<file path="config.mk">
export PLATFORM = sky130hd
export DESIGN_NAME = param_word_mem
export DESIGN_NICKNAME = d
export VERILOG_FILES = /design/src/rtl/param_word_mem_pkg.sv /design/src/rtl/param_word_mem_word_bank.sv /design/src/rtl/param_word_mem.sv
export SDC_FILE = /design/constraint.sdc
export NUM_CORES = 1
export LEC_CHECK = 0
export CELL_PAD_IN_SITES_DETAIL_PLACEMENT = 1
export CELL_PAD_IN_SITES_GLOBAL_PLACEMENT = 1
export CORE_MARGIN = 2
export CORE_UTILIZATION = 35
export DETAILED_ROUTE_END_ITERATION = 8
export PLACE_DENSITY = 0.62
export SLEW_MARGIN = 30
export SYNTH_ARGS = -nofsm -noshare
export SYNTH_HDL_FRONTEND = slang
export SYNTH_SLANG_ARGS = --single-unit
</file>
<file path="constraint.sdc">
create_clock -name clk -period 8.95 [get_ports clk]
set_clock_uncertainty 0.15 [all_clocks]
set_input_delay 0.895 -clock clk [delete_from_list [all_inputs] [get_ports clk]]
set_output_delay 0.895 -clock clk [all_outputs]
set_load 0.03 [all_outputs]
</file>
<file path="src/rtl/param_word_mem_pkg.sv">
// Shared types and helpers for the parametrised word memory.
package mem_pkg;

  typedef enum logic {INIT, RUN} memState_e;

  localparam int DEFAULT_DATA_W = 32;

  function automatic int clog2(input int v);
    int r;
    int x;
    r = 0;
    x = v - 1;
    while (x > 0) begin
      r++;
      x = x >> 1;
    end
    return r;
  endfunction

endpackage

</file>
<file path="src/rtl/param_word_mem_word_bank.sv">
// DEPTH x DATA_W storage: one byte-enabled write port, one registered read port.
module mem_word_bank
  import mem_pkg::*;
#(
  parameter int DATA_W = DEFAULT_DATA_W,
  parameter int DEPTH  = 16,
  parameter int IDX_W  = clog2(DEPTH)
) (
  input  logic                clk,
  input  logic [DATA_W/8-1:0] wrBe,
  input  logic [IDX_W-1:0]    wrIdx,
  input  logic [DATA_W-1:0]   wrData,
  input  logic                rdEn,
  input  logic [IDX_W-1:0]    rdIdx,
  output logic [DATA_W-1:0]   rdData
);

  localparam int BW = DATA_W / 8;

  logic [DATA_W-1:0] mem [DEPTH];

  always_ff @(posedge clk) begin
    for (int i = 0; i < BW; i++) begin
      if (wrBe[i]) mem[wrIdx][8*i +: 8] <= wrData[8*i +: 8];
    end
    if (rdEn) rdData <= mem[rdIdx];
  end

endmodule

</file>
<file path="src/rtl/param_word_mem.sv">
// Parametrised word memory with clear walk, byte-lane writes and 1-cycle reads.
// Define PARAM_WORD_MEM_WRAP_EN to drop the out-of-range check (addresses wrap).
module param_word_mem
  import mem_pkg::*;
#(
  parameter int                 DATA_W   = DEFAULT_DATA_W,
  parameter int                 DEPTH    = 16,
  parameter int                 ADDR_W   = 32,
  parameter logic [DATA_W-1:0]  INIT_VAL = '0
) (
  input  logic                clk,
  input  logic                reset,
  input  logic                req_valid,
  output logic                req_ready,
  input  logic                req_write,
  input  logic [ADDR_W-1:0]   req_addr,
  input  logic [DATA_W-1:0]   req_wdata,
  input  logic [DATA_W/8-1:0] req_be,
  output logic                rsp_valid,
  output logic [DATA_W-1:0]   rsp_rdata,
  output logic                rsp_err,
  output logic                init_busy
);

  localparam int BW    = DATA_W / 8;
  localparam int LSB   = clog2(BW);
  localparam int IDX_W = clog2(DEPTH);
  localparam logic [ADDR_W-1:0] ALIGN_MASK = ADDR_W'((1 << LSB) - 1);

  memState_e state, nextState;
  logic [IDX_W-1:0] walkCnt;

  logic              accept, misaligned, outOfRange, addrErr;
  logic [IDX_W-1:0]  reqIdx, wrIdx;
  logic [BW-1:0]     wrBe;
  logic [DATA_W-1:0] wrData, bankRdata;
  logic              rdEn;
  logic              rspValidQ, rspErrQ, rspReadQ;

  always_ff @(posedge clk or negedge reset) begin
    if (!reset) state <= INIT;
    else        state <= nextState;
  end

  always_comb begin
    nextState = state;
    case (state)
      INIT:    if (walkCnt == IDX_W'(DEPTH - 1)) nextState = RUN;
      RUN:     nextState = RUN;
      default: nextState = INIT;
    endcase
  end

  // Counter wraps back to 0 as the walk finishes; it is unused in RUN.
  always_ff @(posedge clk or negedge reset) begin
    if (!reset)              walkCnt <= '0;
    else if (state == INIT)  walkCnt <= walkCnt + 1'b1;
  end

  assign req_ready = (state == RUN);
  assign init_busy = (state == INIT);
  assign accept    = req_valid && req_ready;

  assign misaligned = |(req_addr & ALIGN_MASK);
`ifdef PARAM_WORD_MEM_WRAP_EN
  assign outOfRange = 1'b0;
`else
  assign outOfRange = |(req_addr >> (LSB + IDX_W));
`endif
  assign addrErr = misaligned || outOfRange;
  assign reqIdx  = req_addr[LSB+IDX_W-1:LSB];

  // The clear walk owns the write port while INIT; requests are not accepted then.
  always_comb begin
    wrIdx  = reqIdx;
    wrBe   = '0;
    wrData = req_wdata;
    if (state == INIT) begin
      wrIdx  = walkCnt;
      wrBe   = '1;
      wrData = INIT_VAL;
    end else if (accept && req_write && !addrErr) begin
      wrBe = req_be;
    end
  end

  assign rdEn = accept && !req_write && !addrErr;

  mem_word_bank #(
    .DATA_W (DATA_W),
    .DEPTH  (DEPTH),
    .IDX_W  (IDX_W)
  ) uBank (
    .clk    (clk),
    .wrBe   (wrBe),
    .wrIdx  (wrIdx),
    .wrData (wrData),
    .rdEn   (rdEn),
    .rdIdx  (reqIdx),
    .rdData (bankRdata)
  );

  always_ff @(posedge clk or negedge reset) begin
    if (!reset) begin
      rspValidQ <= 1'b0;
      rspErrQ   <= 1'b0;
      rspReadQ  <= 1'b0;
    end else begin
      rspValidQ <= accept;
      rspErrQ   <= accept && addrErr;
      rspReadQ  <= rdEn;
    end
  end

  // Read data is gated so it reads as 0 for writes, errors and idle cycles.
  assign rsp_valid = rspValidQ;
  assign rsp_err   = rspErrQ;
  assign rsp_rdata = rspReadQ ? bankRdata : '0;

endmodule

</file>
==> flow_summary.ini <==
[status]
outcome = completed

[critical_path]
crit_path_max_incr_delay_ns = 0.78
cell_family_with_most_cp_delay = buffers and inverters
crit_path_start_kind = flip-flop
cp_cell_sequence = buf_4 -> inv_2 -> clkdlybuf4s50_1
path_max_fanout = 28
cp_data_required_time_ns = 7.91
timing.critical_path.to_type = output port
crit_path_top_delay_cell = sky130_fd_sc_hd__clkdlybuf4s50_1
path_class = reg -> out
path_buf_inv = 3
cp_arrival_ns = 2.67

[drt]
avgViaCountPerCell = 5.19
routed-via-count = 10300
drt_drc_violations_left = 0
drt.antenna.violating_nets = 0
detail_route.first_pass.iterations = 5
first_iter_violations = 765
routedWlPerCell_um = 25.5
wirelength_um = 50500

[sta]
tns_ns = 0
clock.fmax_mhz = 269
finalCriticalPeriod_ns = 3.72
maxSlewViolCount = 0
timing.max_slew.rel_slack = 0.381
final_min_period_over_clock_period = 0.416
transition_time_of_the_tightest_slew_check_pin_ns = 0.928
timing.final.hold_violations = 0
setup_viol_count_final = 0
setup_repair_after_global_routing_missed_its_margin = false

[synth]
synth_ff_type = sky130_fd_sc_hd__edfxtp_1
syn_nets = 1111
postSynthRegisterBits = 552
netlist.area_leader.share = 0.759
synthDominantAreaCellType = sky130_fd_sc_hd__edfxtp_1
yosysWarnings = 0
synth.area.top_cells = sky130_fd_sc_hd__edfxtp_1 (76%), sky130_fd_sc_hd__mux4_2 (13%), sky130_fd_sc_hd__a22oi_1 (2.2%)
synth_edf_count = 544
syn-mean-instance-area_um2 = 20.7
synth_area_mm2 = 0.0215
post_synth_num_cell_types = 38
syn_inst = 1038
synthArstFlopShare = 0.0145
yosysSeqAreaShare = 0.768

[grt]
maximum_number_of_pins_on_one_net_before_global_route_repair = 81
global_route.overflow_total = 0
wire_length_of_the_first_global_routing_pass_um = 74400
grt.total_usage = 0.162
vias_in_the_first_global_route = 11300
antenna_violations_before_repair = 0

[floorplan]
die_area_mm2 = 0.0635
die_y_um = 252
dieWidth_um = 252
initial_utilization = 0.355
floorplan.rows = 90
core_mm2 = 0.0606
io-pin-count = 108

[placement]
hpwl_um = 31300
dpl-instance-area_mm2 = 0.0234
buffer_ports.inserted = 107
globalplace.congestion = 0.746

[finish]
layout_commonest_cell = sky130_fd_sc_hd__edfxtp_1
areaGrowthSynthToFinish_pct = 17.1
design.final.nets = 1227
register_area_mm2 = 0.0165
leading_cell_types_in_the_layout_fill_and_taps_excluded = sky130_fd_sc_hd__edfxtp_1 (544), sky130_fd_sc_hd__mux4_2 (128), sky130_fd_sc_hd__clkdlybuf4s50_1 (105), sky130_fd_sc_hd__nor2_1 (70), sky130_fd_sc_hd__and2_1 (65)
multi_input_area_mm2 = 0.00465
final_core_utilization = 0.416
layout.cell_area.non_filler_mm2 = 0.0252
layout.filler_cells = 5714
n_antenna_cell = 0
post_route_cells_drive_above_1_share = 0.201

[clock_network]
insertion_delay_ns = 0.60
cts_made_buffers = 55
ctsHoldBuffers = 0
cts.clk_slew.worst_paths_ns = 0.06
cts_max_level = 2
cts_root_buffer = sky130_fd_sc_hd__clkbuf_16
post_cts_resized = 0
post-cts-setup-buffers = 0
numClockSinks = 552
maximum_buffer_depth_of_the_clock_tree = 3
cts_tree = yes

[power]
power_leakage_nw = 7.79
power.density_cell_area_mw_per_mm2 = 214
peakVddDrop_mv = 0.129

[flow_run]
drv_cap = 0

[min_path]
min-delay-path-class = reg -> reg
## sequential cells by signal (all words and copies together), names as in the netlist
name and count:
uBank.rdData 32, rsp_err 1, uBank.mem 512, rspReadQ 1
rsp_valid 1, walkCnt 4, req_ready 1
## layer usage
layer  up-vias  GRT usage  share of wire  routed length (um)
li1       4475          -              -                   -
met1      5411      0.212           0.42               21200
met2       314      0.276           0.50               25300
met3        71     0.0283          0.056                2830
met4         0     0.0494          0.024                1210
met5         -          0              0                   0
## synthesized netlist by cell type, types with 2 or more instances
cell type	number
sky130_fd_sc_hd__inv_2	2
sky130_fd_sc_hd__nand2_1	53
sky130_fd_sc_hd__buf_2	15
sky130_fd_sc_hd__xnor2_1	3
sky130_fd_sc_hd__nor2_1	71
sky130_fd_sc_hd__mux4_2	128
sky130_fd_sc_hd__or4_4	3
sky130_fd_sc_hd__buf_1	2
sky130_fd_sc_hd__edfxtp_1	544
sky130_fd_sc_hd__a31oi_4	4
sky130_fd_sc_hd__nor2b_1	2
sky130_fd_sc_hd__clkbuf_1	26
sky130_fd_sc_hd__nor3_1	2
sky130_fd_sc_hd__nand3_1	8
sky130_fd_sc_hd__nand2b_1	2
sky130_fd_sc_hd__and2_1	65
sky130_fd_sc_hd__dfrtp_1	8
sky130_fd_sc_hd__buf_6	13
sky130_fd_sc_hd__nor4_1	5
sky130_fd_sc_hd__a22oi_1	64
## cell families (layout without fill, tap and decap cells)
| logic type | after synthesis | after routing | synth area share |
|---|---|---|---|
| xor gates and xnor gates | 3 | 3 | 0.00122 |
| and+or+nand+nor | 215 | 215 | 0.0490 |
| muxes | 129 | 129 | 0.134 |
| buffers and inverters | 61 | 220 | 0.0164 |
| adders and majority gates | 1 | 1 | 0.000581 |
| DFF | 552 | 552 | 0.768 |
| AOI/OAI and AO/OA | 77 | 77 | 0.0300 |
## layout make-up
| type | count | share of cell area |
|---|---|---|
| flip-flops and latches | 552 | 0.656 |
| multi-input cells | 425 | 0.185 |
| clock buffers | 63 | 0.0575 |
| repair buffers | 117 | 0.0477 |
| well taps | 782 | 0.0388 |
| clock inverters | 37 | 0.0143 |
| inverters | 3 | 0.000447 |
## metrics by stage
step | instances | hold WS [ns] | total power, mW | worst slack (ns)
3_3_place_gp | 1877 | 0.418 | 3.13 | 4.24
2_1_floorplan | 1038 | 0.365 | 3.03 | 4.28
4_1_cts | 1979 | 0.440 | 5.44 | 5.15
3_5_place_dp | 1879 | 0.427 | 3.14 | 4.67
6_report | 1979 | 0.439 | 5.39 | 5.23
5_1_grt | 1979 | 0.479 | 5.53 | 5.04
## path summary, 6_finish.rpt
check	cells after the start	start	slack, ns	end
min in group asynchronous	1	reset	0.49	rsp_err$_DFF_PN0_
max in group asynchronous	1	reset	7.78	req_ready$_DFF_PN0_
worst max-delay path	3	req_ready$_DFF_PN0_	5.23	init_busy
worst min register to register	1	walkCnt[2]$_DFFE_PN0N_	0.44	walkCnt[2]$_DFFE_PN0N_
worst min-delay path	1	walkCnt[2]$_DFFE_PN0N_	0.44	walkCnt[2]$_DFFE_PN0N_
worst max register to register	5	req_ready$_DFF_PN0_	5.55	uBank.mem[0][9]$_DFFE_PP_
## power breakdown
group	switching, mW	internal (mW)	leakage [nW]
Sequential	0.000163	2.84	4.99
Combinational	0.136	0.100	1.92
Clock	0.952	1.36	0.877
Power figures use the tool's default switching activity.
